$ cat src/rtl/game_pkg.sv
`timescale 1ns/1ps
// game_pkg
// Shared types and constants for the frog game sequencer.
//   state_t          : sequencer state, encoding is also the o_state output
//   LIVES_W/LEVEL_W  : widths of the lives and level counters
//   TIMER_W          : width of the frame down-counters
//   DEF_*            : default goal line and freeze / grace lengths
package game_pkg;

   typedef enum logic [1:0] {
      ST_IDLE     = 2'd0,
      ST_PLAY     = 2'd1,
      ST_DYING    = 2'd2,
      ST_GAMEOVER = 2'd3
   } state_t;

   localparam int LIVES_W = 2;
   localparam int LEVEL_W = 3;
   localparam int TIMER_W = 16;

   localparam int DEF_GOAL_Y       = 40;
   localparam int DEF_DEATH_FRAMES = 60;
   localparam int DEF_GRACE_FRAMES = 90;

endpackage

$ cat src/rtl/frame_timer.sv
`timescale 1ns/1ps
// frame_timer
// Loadable down-counter stepped once per frame strobe; stops at zero.
// Ports:
//   clk      : clock
//   srst     : synchronous active-high reset, clears the count
//   load     : load load_val (takes priority over dec)
//   load_val : value to load
//   dec      : frame strobe, decrements a non-zero count
//   count    : current count
//   zero     : count == 0
module frame_timer
   import game_pkg::*;
(
   input  logic               clk,
   input  logic               srst,
   input  logic               load,
   input  logic [TIMER_W-1:0] load_val,
   input  logic               dec,
   output logic [TIMER_W-1:0] count,
   output logic               zero
);

   logic [TIMER_W-1:0] count_reg;

   always_ff @(posedge clk) begin
      if (srst) begin
         count_reg <= '0;
      end else if (load) begin
         count_reg <= load_val;
      end else if (dec && (count_reg != '0)) begin
         count_reg <= count_reg - TIMER_W'(1);
      end
   end

   assign count = count_reg;
   assign zero  = (count_reg == '0);

endmodule

$ cat src/rtl/game_ctrl.sv
`timescale 1ns/1ps
// game_ctrl
// Frame-level sequencer for the VGA frog game: folds per-pixel frog/obstacle
// overlap into a per-frame hit, runs IDLE/PLAY/DYING/GAMEOVER, keeps lives,
// score and level, gates obstacle animation and requests frog respawns.
// Optional feature macro: GAME_CTRL_GRACE_EN (post-respawn invulnerability).
// Ports:
//   i_clk, i_rst   : clock, synchronous active-high reset
//   i_animate      : one-cycle end-of-frame strobe
//   i_collide      : frog pixel AND obstacle pixel
//   i_frog_y1      : frog top edge
//   i_start        : debounced start button
//   o_anim_en      : obstacle animation enable
//   o_frog_rst     : frog return-to-start request
//   o_dead, o_flash: death indication and colour-mux blink
//   o_lives, o_score, o_level, o_state : game status
module game_ctrl
   import game_pkg::*;
#(
   parameter int LIVES        = 3,
   parameter int GOAL_Y       = DEF_GOAL_Y,
   parameter int DEATH_FRAMES = DEF_DEATH_FRAMES,
   parameter int GRACE_FRAMES = DEF_GRACE_FRAMES,
   parameter int MAX_LEVEL    = 7,
   parameter int SCORE_W      = 8
)(
   input  logic               i_clk,
   input  logic               i_rst,
   input  logic               i_animate,
   input  logic               i_collide,
   input  logic [11:0]        i_frog_y1,
   input  logic               i_start,
   output logic               o_anim_en,
   output logic               o_frog_rst,
   output logic               o_dead,
   output logic               o_flash,
   output logic [1:0]         o_lives,
   output logic [SCORE_W-1:0] o_score,
   output logic [2:0]         o_level,
   output logic [1:0]         o_state
);

   localparam logic [TIMER_W-1:0] DEATH_T    = TIMER_W'(DEATH_FRAMES);
   localparam logic [TIMER_W-1:0] GRACE_T    = TIMER_W'(GRACE_FRAMES);
   localparam logic [LEVEL_W-1:0] LEVEL_MAX  = LEVEL_W'(MAX_LEVEL);
   localparam logic [LIVES_W-1:0] LIVES_INIT = LIVES_W'(LIVES);
   localparam logic [11:0]        GOAL_LINE  = 12'(GOAL_Y);

   state_t             state_reg;
   logic [LIVES_W-1:0] lives_reg;
   logic [SCORE_W-1:0] score_reg;
   logic [LEVEL_W-1:0] level_reg;
   logic               anim_en_reg, frog_rst_reg, dead_reg, flash_reg;
   logic               hit_q, start_q;

   logic               press, frame_hit, eff_hit, goal;
   logic               start_play, respawn, play_entry;
   logic               death_load, death_dec, death_last, death_zero;
   logic [TIMER_W-1:0] death_count, death_step;
   logic               grace_active, grace_flash_entry, grace_flash_next;

   // Per-frame collision accumulator; the strobe cycle's own collision still
   // belongs to the ending frame, and the next frame starts clean.
   always_ff @(posedge i_clk) begin
      if (i_rst) begin
         hit_q   <= 1'b0;
         start_q <= 1'b0;
      end else begin
         start_q <= i_start;
         if (i_animate)
            hit_q <= 1'b0;
         else if (i_collide)
            hit_q <= 1'b1;
      end
   end

   assign press      = i_start & ~start_q;
   assign frame_hit  = hit_q | i_collide;
   assign eff_hit    = frame_hit & ~grace_active;
   assign goal       = (i_frog_y1 < GOAL_LINE);

   assign start_play = ((state_reg == ST_IDLE) || (state_reg == ST_GAMEOVER)) && press;
   // The freeze ends on the strobe that takes the timer from 1 to 0.
   assign death_last = (death_count <= TIMER_W'(1));
   assign respawn    = (state_reg == ST_DYING) && i_animate && death_last && (lives_reg != '0);
   assign play_entry = start_play | respawn;
   assign death_load = (state_reg == ST_PLAY) && i_animate && eff_hit;
   assign death_dec  = (state_reg == ST_DYING) && i_animate;
   assign death_step = death_count - TIMER_W'(1);

   frame_timer u_death_timer (
      .clk      (i_clk),
      .srst     (i_rst),
      .load     (death_load),
      .load_val (DEATH_T),
      .dec      (death_dec),
      .count    (death_count),
      .zero     (death_zero)
   );

`ifdef GAME_CTRL_GRACE_EN
   logic [TIMER_W-1:0] grace_count, grace_step;
   logic               grace_zero;

   frame_timer u_grace_timer (
      .clk      (i_clk),
      .srst     (i_rst),
      .load     (play_entry),
      .load_val (GRACE_T),
      .dec      (i_animate),
      .count    (grace_count),
      .zero     (grace_zero)
   );

   assign grace_step        = grace_count - TIMER_W'(1);
   assign grace_active      = ~grace_zero;
   assign grace_flash_entry = GRACE_T[2];
   assign grace_flash_next  = grace_zero ? 1'b0 : grace_step[2];
`else
   assign grace_active      = 1'b0;
   assign grace_flash_entry = 1'b0;
   assign grace_flash_next  = 1'b0;
`endif

   always_ff @(posedge i_clk) begin
      if (i_rst) begin
         state_reg    <= ST_IDLE;
         lives_reg    <= '0;
         score_reg    <= '0;
         level_reg    <= '0;
         anim_en_reg  <= 1'b1;
         frog_rst_reg <= 1'b1;
         dead_reg     <= 1'b0;
         flash_reg    <= 1'b0;
      end else begin
         case (state_reg)
            ST_IDLE, ST_GAMEOVER: begin
               if (start_play) begin
                  state_reg    <= ST_PLAY;
                  lives_reg    <= LIVES_INIT;
                  score_reg    <= '0;
                  level_reg    <= '0;
                  anim_en_reg  <= 1'b1;
                  frog_rst_reg <= 1'b0;
                  dead_reg     <= 1'b0;
                  flash_reg    <= grace_flash_entry;
               end
            end
            ST_PLAY: begin
               frog_rst_reg <= 1'b0;
               if (i_animate) begin
                  if (eff_hit) begin
                     state_reg   <= ST_DYING;
                     lives_reg   <= lives_reg - LIVES_W'(1);
                     anim_en_reg <= 1'b0;
                     dead_reg    <= 1'b1;
                     flash_reg   <= DEATH_T[3];
                  end else begin
                     flash_reg <= grace_flash_next;
                     if (goal) begin
                        if (score_reg != '1)
                           score_reg <= score_reg + SCORE_W'(1);
                        if (level_reg < LEVEL_MAX)
                           level_reg <= level_reg + LEVEL_W'(1);
                        frog_rst_reg <= 1'b1;
                     end
                  end
               end
            end
            ST_DYING: begin
               if (i_animate) begin
                  if (death_last) begin
                     frog_rst_reg <= 1'b1;
                     if (lives_reg == '0) begin
                        state_reg <= ST_GAMEOVER;
                        flash_reg <= 1'b0;
                     end else begin
                        state_reg   <= ST_PLAY;
                        anim_en_reg <= 1'b1;
                        dead_reg    <= 1'b0;
                        flash_reg   <= grace_flash_entry;
                     end
                  end else begin
                     flash_reg <= death_step[3];
                  end
               end
            end
            default: state_reg <= ST_IDLE;
         endcase
      end
   end

   assign o_state    = state_reg;
   assign o_lives    = lives_reg;
   assign o_score    = score_reg;
   assign o_level    = level_reg;
   assign o_anim_en  = anim_en_reg;
   assign o_frog_rst = frog_rst_reg;
   assign o_dead     = dead_reg;
   assign o_flash    = flash_reg;

endmodule

$ cat config.mk
export PLATFORM = sky130hd
export DESIGN_NAME = game_ctrl
export DESIGN_NICKNAME = d
export VERILOG_FILES = /design/src/rtl/game_pkg.sv /design/src/rtl/frame_timer.sv /design/src/rtl/game_ctrl.sv
export SDC_FILE = /design/constraint.sdc
export NUM_CORES = 1
export LEC_CHECK = 0
export BUFFER_PORTS_ARGS = -buffer_cell sky130_fd_sc_hd__buf_2
export CAP_MARGIN = 20
export CORE_MARGIN = 5
export CORE_UTILIZATION = 56
export CTS_BUF_LIST = sky130_fd_sc_hd__clkbuf_16
export CTS_CLUSTER_SIZE = 30
export DETAILED_ROUTE_END_ITERATION = 6
export PLACE_DENSITY = 0.8
export SLEW_MARGIN = 20
export SYNTH_ARGS = -nofsm -noshare
export SYNTH_HDL_FRONTEND = slang
export SYNTH_SLANG_ARGS = --single-unit
$ cat constraint.sdc
create_clock -name i_clk -period 2.29 [get_ports i_clk]
set_input_delay 0.1145 -clock i_clk [delete_from_list [all_inputs] [get_ports i_clk]]
set_output_delay 0.1145 -clock i_clk [all_outputs]
set_load 0.02 [all_outputs]
==> out/metrics.yaml, run 1 <==
grt_pass1_wl_um: 8266
synth_edf_count: 0
slew_headroom_pct: 65.10
p_leak_nw: 0.9654
avgSynthCellArea_um2: 8.702
final_cells: 325
io_pins: 36
cts_made_buffers: 5
finalHoldViolCount: 0
maxCapViolCount: 0
synth-async-reset-ratio_pct: 0
holdPathStages: 2
setup_viol_count_final: 0
layout_common_cells: "37 x dfxtp_1, 32 x buf_2, 21 x nor2_1"
largest_register_ff_count: 16
drcViolationCount: 0
die_h_um: 71.32
dieWidth_um: 71.32
period_share_pct: 91.89
ctsResizeCount: 0
crit_type: "flip-flop to flip-flop"
synth_ff_type: "dfxtp_1"
h-tree-depth: 2
reg2reg_depth: 7
final_common_cell: "dfxtp_1"
die-area_um2: 5087
viasPerCell: 5.969
required_ps: 2500
ys_ff_latch: 37
setup_tns_ps: 0
overflow: 0
outcome: "completed"
worstSetupStartpointType: "flip-flop"
min_path_type: "input port to flip-flop"
io_buffers: 32
cts_tree: "built"
worstSkewPairLatency_ps: 270
cts_sinks: 37
detailroute.via_count: 1940
tightest_slew_ps: 523.5
clk_pin_slew_ps: 50
drive_above_1_share_pct: 23.47
drv_slew: 0
synth_cells: 242
ir_drop_mv: 0.5876
synth_sequential_area_ratio_pct: 35.18
r2r-start: "o_state[1]$_SDFFE_PP0P_"
dpl-instance-area_um2: 2325
rsz0062_at_grt: "false"
dp.final_hpwl_um: 3472
diodes: 0
grt_max_degree: 19
grt_usage_pct: 19.83
fin_worst_skew_ps: 2.705
cts-root-buf: "clkbuf_16"
r2r_slack_ps: 190
cp.arrival_ps: 2310
hold_path_startpoint: "i_start"
fin_nets: 302
postRouteWirelength_um: 4786
synth_warnings: 0
wl_per_cell_um: 14.73
gp_congestion: 0.7698
synth.distinct_cells: 60
syn2layout_area_growth_pct: 16.99
clockBufferDepth: 2
start_util_pct: 57.52
grt_pass1_vias: 1808
synth_nets: 267
antenna_found_initial: 0
end_kind: "flip-flop"
antenna_left: 0
critical_path_peak_fanout: 8
fin_area_um2: 2464
fmax_ghz: 0.4752
drt_first_iter_violations: 128
core_um2: 3661
powerDensity_nw_per_um2: 786.6
hold_buffers: 0
min_period_ps: 2104
synth_area_um2: 2106
rows: 22
drt-pass1-iter-count: 4
holdPathEnd: "start_q$_SDFF_PP0_"
dp.cells: 318
cts_setup_buffers: 0
rr_endpoint: "o_score[6]$_SDFFE_PP0P_"
[worst max-delay path, stage by stage (launching register included)]
cell and delay, ps:
dfxtp_1 360, inv_1 70, ha_1 280, buf_4 200
and3_1 170, or4_1 500, or3_1 320, a21oi_1 140
[synthesized netlist by cell type (5+ instances only)]
cell       n  area, µm²
nor2_1    21      78.83
dfxtp_1   37      740.7
o21ai_0   15      75.07
ha_1       8      100.1
a21oi_1   18      90.09
xnor2_1   12      105.1
inv_1     11      41.29
clkbuf_1   6      22.52
nand4_1    7      43.79
nor3_1     5      25.02
nand2_1   14      52.55
nand3_1    7      35.03
or3_1     10      62.56
[routing by layer]
metal  up-vias  share of wire [%]  wire (µm)  GRT usage (%)
met2        52                 49       2331          33.16
li1        964                  -          -              -
met4         0               0.81         39          5.219
met1       918                 45       2168          25.45
met5         -                  0          0              0
met3         6                5.2        247          4.909
[final cells by class]
type                            count  area (µm²)
Tap cell                           48       60.06
Fill cell                         299        1197
Clock buffer                        5       125.1
Inverter                           12       45.04
Clock inverter                      2       7.507
Timing Repair Buffer               39       212.7
Multi-Input combinational cell    182        1272
Sequential cell                    37       740.7
[per-stage QoR]
stage	total power, W	util [%]	setup slack (ps)	hold slack [ps]
after detailed placement	0.001321	63.50	181.6	384.1
final	0.001938	67.29	185.7	109.9
after global placement	0.001310	63.50	217.4	381.2
after global routing	0.002053	67.29	43.03	111.4
after floorplan	0.001162	-	160.5	242.7
after CTS	0.001941	67.12	146.4	106.5
[where the power goes]
| group | internal, W | switching (W) | total [W] |
|---|---|---|---|
| Combinational | 0.000220 | 0.000351 | 0.000570 |
| Sequential | 0.000699 | 0.0000515 | 0.000751 |
| Clock | 0.000388 | 0.000229 | 0.000617 |
| Total | 0.00131 | 0.000631 | 0.00194 |
[worst max path at each step]
stage | start | to | cells past startpoint
6_report | o_state[1]$_SDFFE_PP0P_ | o_score[6]$_SDFFE_PP0P_ | 7
2_1_floorplan | o_state[0]$_SDFFE_PP0P_ | o_score[6]$_SDFFE_PP0P_ | 6
4_1_cts | o_state[0]$_SDFFE_PP0P_ | o_score[6]$_SDFFE_PP0P_ | 6
3_3_place_gp | o_state[1]$_SDFFE_PP0P_ | o_score[2]$_SDFFE_PP0P_ | 7
3_5_place_dp | o_state[1]$_SDFFE_PP0P_ | o_score[3]$_SDFFE_PP0P_ | 8
5_1_grt | o_state[1]$_SDFFE_PP0P_ | o_score[7]$_SDFFE_PP0P_ | 8
[cells by family after synthesis]
family | count (synthesis) | synth area share, %
AO/OA/AOI/OAI | 64 | 22.58
XOR/XNOR | 13 | 5.407
adder cells (fa/ha/maj) | 8 | 4.754
buffers and inverters | 23 | 4.694
flip-flops | 37 | 35.18
multiplexers | 3 | 1.545
AND/OR/NAND/NOR | 94 | 25.85
(Power assumes the default switching activity.)
==> inputs of run 2 (changes only) <==
CELL_PAD_IN_SITES_DETAIL_PLACEMENT = 0   (was default)
CELL_PAD_IN_SITES_GLOBAL_PLACEMENT = 1   (was default)
CORE_MARGIN = 10   (was 5)
CORE_UTILIZATION = 42   (was 56)
PLACE_DENSITY = default   (was 0.8)
PLACE_DENSITY_LB_ADDON = 0.1   (was default)
==> run 2 against run 1 <==
Wire length up 7.8%. Sequential power about the same. Clock skew increased by 1.2 ps. Final area increased by 2.7%. Non-clock buffer count up 2. Total power increased by 8.3%. Utilization decreased by 14 points. Flip-flop and latch count stayed put. Combinational power rose by 1%. Via count down 2.1%. Sequential share of layout area down 0.79 points.
==> out/metrics.yaml, run 2 (synthesis results as in run 1) <==
cts_tree: "built"
diodes: 0  # unchanged
cts-root-buf: "clkbuf_16"
end_kind: "flip-flop"
cts_made_buffers: 5  # unchanged
min_period_ps: 2118  # +13.68 ps
start_util_pct: 44.00  # -14 points
setup_viol_count_final: 0  # unchanged
fin_worst_skew_ps: 3.942  # +1.237 ps
drive_above_1_share_pct: 23.93  # +0.46 points
rsz0062_at_grt: "false"
crit_type: "flip-flop to flip-flop"
io_buffers: 32  # unchanged
dp.final_hpwl_um: 3788  # +9.1%
final_common_cell: "dfxtp_1"
grt_pass1_vias: 1913  # +5.8%
finalHoldViolCount: 0  # unchanged
die-area_um2: 8246  # +62%
fin_hold_ws_ps: 113.5  # +3.646 ps
highest_layer: "met4"
antenna_found_initial: 0  # unchanged
drcViolationCount: 0  # unchanged
postRouteWirelength_um: 5158  # +7.8%
worstSkewPairLatency_ps: 280  # about the same
viasPerCell: 5.476  # -8.3%
tightest_slew_ps: 467.9  # -55.58 ps
h-tree-depth: 2  # unchanged
min_path_type: "input port to flip-flop"
reg2reg_depth: 6  # -1
grt_usage_pct: 12.88  # -6.9 points
gp_congestion: 0.7732  # +0.44%
critical_path_peak_fanout: 8  # unchanged
final_cells: 347  # +6.8%
outcome: "completed"
maxCapViolCount: 0  # unchanged
layout_common_cells: "37 x dfxtp_1, 32 x buf_2, 21 x nor2_1"
antenna_left: 0  # unchanged
drv_slew: 0  # unchanged
required_ps: 2500  # about the same
fin_nets: 304  # +0.66%
ir_drop_mv: 0.4118  # -30%
r2r-start: "o_state[0]$_SDFFE_PP0P_"
powerDensity_nw_per_um2: 829.5  # +5.5%
clockBufferDepth: 2  # unchanged
grt_pass1_wl_um: 8997  # +8.8%
p_leak_nw: 0.9913  # +2.7%
cp-endpoint: "o_score[6]$_SDFFE_PP0P_"
drt_first_iter_violations: 104  # -19%
clk_pin_slew_ps: 60  # about the same
rr_endpoint: "o_score[6]$_SDFFE_PP0P_"
fmax_ghz: 0.4721  # -0.65%
wl_met1_um: 2570  # +19%
syn2layout_area_growth_pct: 20.14
slew_headroom_pct: 68.48  # +3.4 points
detailroute.via_count: 1900  # -2.1%
rows: 25  # +14%
wl_per_cell_um: 14.86  # +0.94%
core_um2: 4786  # +31%
setup_tns_ps: 0  # unchanged
dieWidth_um: 90.81  # +27%
cts_sinks: 37  # unchanged
r2r_slack_ps: 170  # about the same
cp.arrival_ps: 2330  # +20 ps
total_power_w: 0.002099  # +8.3%
wl_met2_um: 2289  # -1.8%
worstSetupStartpointType: "flip-flop"
dp.cells: 339  # +6.6%
io_pins: 36  # unchanged
drt-pass1-iter-count: 4  # unchanged
largest_register_ff_count: 16  # unchanged
wl_met3_um: 249  # +0.81%
overflow: 0  # unchanged
grt_max_degree: 19  # unchanged
cts_setup_buffers: 0  # unchanged
period_share_pct: 92.49  # +0.60 points
final.fill_count: 458  # +53%
final_util_pct: 52.86  # -14 points
die_h_um: 90.81  # +27%
crit_start: "o_state[0]$_SDFFE_PP0P_"
## run 2: changes by cell type in the layout (fill, tap and decap cells not counted), sizes merged
cell    delta
buf        +2
bufinv     +1
## run 2: critical path, stage by stage (launching register included)
cell     delay [ps]
dfxtp_1         370
inv_1            70
ha_1            390
and2_1          220
or4_1           540
or3_1           310
a21oi_1         130
## run 2: cell type report
| cell class | instances | area, µm² | area share (%) |
|---|---|---|---|
| Multi-Input combinational cell | 182 | 1270 | 50.20 |
| Clock buffer | 5 | 125.1 | 4.946 |
| Tap cell | 67 | 83.83 | 3.314 |
| Inverter | 12 | 45.04 | 1.780 |
| Sequential cell | 37 | 740.7 | 29.28 |
| Clock inverter | 3 | 37.54 | 1.484 |
| Timing Repair Buffer | 41 | 227.7 | 9.001 |
## run 2: what timing repair did
action                                  in CTS  in global routing
hold buffers                                 0                  0
resized for setup                            0                  1
endpoints found under the setup margin       0                  5
## run 2: how the worst min path moves through the flow
stage,start,to,cells after the start,slack (ps)
2_1_floorplan,i_start,start_q$_SDFF_PP0_,1,240
3_3_place_gp,i_start,start_q$_SDFF_PP0_,2,380
3_5_place_dp,i_start,start_q$_SDFF_PP0_,2,400
4_1_cts,i_start,start_q$_SDFF_PP0_,2,110
6_report,i_start,start_q$_SDFF_PP0_,2,110
5_1_grt,i_start,start_q$_SDFF_PP0_,2,130
## run 2: through the flow
stage / instance area [µm²] / setup slack [ps]
after global routing: 2530 / 6.990
after global placement: 2364 / 170.2
after floorplan: 2106 / 160.5
after CTS: 2526 / 149.0
after detailed placement: 2364 / 170.9
final: 2530 / 172.0
## run 2: where the power goes
part	switching (W)	leakage, nW	internal, W	total, W
Clock	0.000265	0.0826	0.000506	0.000771
Combinational	0.000356	0.608	0.000222	0.000578
Sequential	0.0000515	0.301	0.000698	0.000750
## run 2: metal layers
| metal | global-route usage [%] | vias up |
|---|---|---|
| li1 | - | 970 |
| met1 | 16.04 | 893 |
| met2 | 20.37 | 32 |
| met3 | 4.738 | 5 |
| met4 | 3.394 | 0 |
| met5 | 0 | - |
==> inputs of run 3 (changes only) <==
CORE_UTILIZATION = 41   (was 42)
==> run 3 against run 2 <==
Sequential share of layout area rose by 0.073 points. Die area grew 1.9%. Highest routed layer unchanged. Largest power group unchanged. Largest cell class unchanged. Clock skew up 5.2 ps.
==> out/metrics.yaml, run 3 (synthesis results as in run 1) <==
outcome: "completed"
drt_first_iter_violations: 105  # +0.96%
finalHoldViolCount: 0  # unchanged
critical_path_peak_fanout: 8  # unchanged
ctsResizeCount: 0  # unchanged
maxCapViolCount: 0  # unchanged
drt-pass1-iter-count: 5  # +1
drive_above_1_share_pct: 23.74  # -0.19 points
holdPathStages: 2  # unchanged
fmax_ghz: 0.4742  # +0.44%
io_buffers: 32  # unchanged
clockBufferDepth: 2  # unchanged
grt_pass1_vias: 1872  # -2.1%
critical_path.top_delay_family: "simple AND/OR/NAND/NOR gates"
setup_viol_count_final: 0  # unchanged
cp.depth: 6  # unchanged
cp-endpoint: "o_score[6]$_SDFFE_PP0P_"
crit_type: "flip-flop to flip-flop"
required_ps: 2510  # about the same
gp_congestion: 0.7697  # -0.45%
dp.final_hpwl_um: 3755  # -0.88%
die_h_um: 91.67  # +0.95%
worstSkewPairLatency_ps: 280  # about the same
cpPeakStageDelay_ps: 530  # about the same
r2r-start: "o_state[0]$_SDFFE_PP0P_"
powerDensity_nw_per_um2: 838.5  # +1.1%
clk_pin_slew_ps: 60  # about the same
cp.arrival_ps: 2320  # about the same
slew_headroom_pct: 67.27  # -1.2 points
final_cells: 348  # +0.29%
hold_buffers: 0  # unchanged
setup_tns_ps: 0  # unchanged
final.fill_count: 487  # +6.3%
cts_setup_buffers: 0  # unchanged
dp.cells: 340  # +0.29%
wl_per_cell_um: 14.40  # -3.1%
crit_start: "o_state[0]$_SDFFE_PP0P_"
largest_register_ff_count: 16  # unchanged
multi_input_area_um2: 1266  # -0.30%
critical_path.slowest_cell: "or4_1"
worstSetupStartpointType: "flip-flop"
die-area_um2: 8402  # +1.9%
grt_pass1_wl_um: 8749  # -2.8%
core_um2: 5042  # +5.4%
cts_sinks: 37  # unchanged
p_leak_nw: 0.9785  # -1.3%
syn2layout_area_growth_pct: 19.85
detailroute.via_count: 1862  # -2.0%
layout_common_cells: "37 x dfxtp_1, 32 x buf_2, 21 x nor2_1"
antenna_found_initial: 0  # unchanged
grt_max_degree: 19  # unchanged
fin_worst_skew_ps: 9.106  # +5.164 ps
regArea_um2: 740.7  # unchanged
antenna_left: 0  # unchanged
drv_slew: 0  # unchanged
overflow: 0  # unchanged
rsz0062_at_grt: "false"
fin_nets: 302  # -0.66%
postRouteWirelength_um: 5012  # -2.8%
period_share_pct: 92.08  # -0.41 points
dieWidth_um: 91.67  # +0.95%
reg2reg_depth: 6  # unchanged
fin_hold_ws_ps: 120.0  # +6.403 ps
diodes: 0  # unchanged
min_path_type: "input port to flip-flop"
tightest_slew_ps: 485.8  # +17.94 ps
cts-root-buf: "clkbuf_16"
cts_made_buffers: 5  # unchanged
h-tree-depth: 2  # unchanged
rr_endpoint: "o_score[6]$_SDFFE_PP0P_"
r2r_slack_ps: 180  # about the same
path_cells: "inv_1, ha_1, and2_1, or4_1, or3_1, a21oi_1"
start_util_pct: 41.76  # -2.2 points
cp_num_buf_inv: 1  # unchanged
end_kind: "flip-flop"
rows: 26  # +4.0%
viasPerCell: 5.351  # -2.3%
ir_drop_mv: 0.3179  # -23%
io_pins: 36  # unchanged
cts_tree: "built"
grt_usage_pct: 12.23  # -0.65 points
final_common_cell: "dfxtp_1"
drcViolationCount: 0  # unchanged
min_period_ps: 2109  # -9.360 ps
final_util_pct: 50.05  # -2.8 points
run 3: cell types whose count changed in the layout (fill, tap and decap cells not counted), sizes merged:
cell,delta
clkinvlp,+1
inv,-1
buf,-2
run 3: worst reg2reg max path, stage by stage, from the launching register on:
cell	delay [ps]
dfxtp_1	370
inv_1	70
ha_1	400
and2_1	210
or4_1	530
or3_1	310
a21oi_1	150
run 3: how the worst min path moves through the flow:
| stage | from | endpoint | slack [ps] |
|---|---|---|---|
| after floorplan | i_start | start_q$_SDFF_PP0_ | 240 |
| after global placement | i_start | start_q$_SDFF_PP0_ | 380 |
| after detailed placement | i_start | start_q$_SDFF_PP0_ | 410 |
| after CTS | i_start | start_q$_SDFF_PP0_ | 120 |
| after global routing | i_start | start_q$_SDFF_PP0_ | 140 |
| final | i_start | start_q$_SDFF_PP0_ | 120 |
run 3: per-layer routing:
metal  routed length, µm  part of all wire, %  vias up  track usage, %
met1                2391                   48      862           15.03
met3                 205                  4.1        6           2.852
met5                   0                    0        -               0
met4                  59                  1.2        0           4.439
li1                    -                    -      971               -
met2                2354                   47       23           20.32
run 3: report_power, final:
part	total, W	switching [W]	internal (W)
Clock	0.000794	0.000279	0.000515
Sequential	0.000749	0.0000508	0.000698
Combinational	0.000573	0.000359	0.000214
Total	0.00212	0.000689	0.00143
run 3: through the flow:
stage	worst slack [ps]	total power (W)	instance area [µm²]
6_report	181.4	0.002116	2524
3_5_place_dp	193.5	0.001340	2352
5_1_grt	24.88	0.002238	2524
4_1_cts	165.4	0.002143	2524
2_1_floorplan	160.5	0.001162	2106
3_3_place_gp	212.5	0.001338	2352
run 3: area by class of cell:
| type | instances | area share [%] |
|---|---|---|
| clock buffers | 5 | 4.958 |
| flip-flops and latches | 37 | 29.35 |
| repair buffers | 39 | 8.428 |
| clock inverters | 3 | 1.834 |
| well taps | 70 | 3.471 |
| inverters | 12 | 1.785 |
| multi-input cells | 182 | 50.17 |
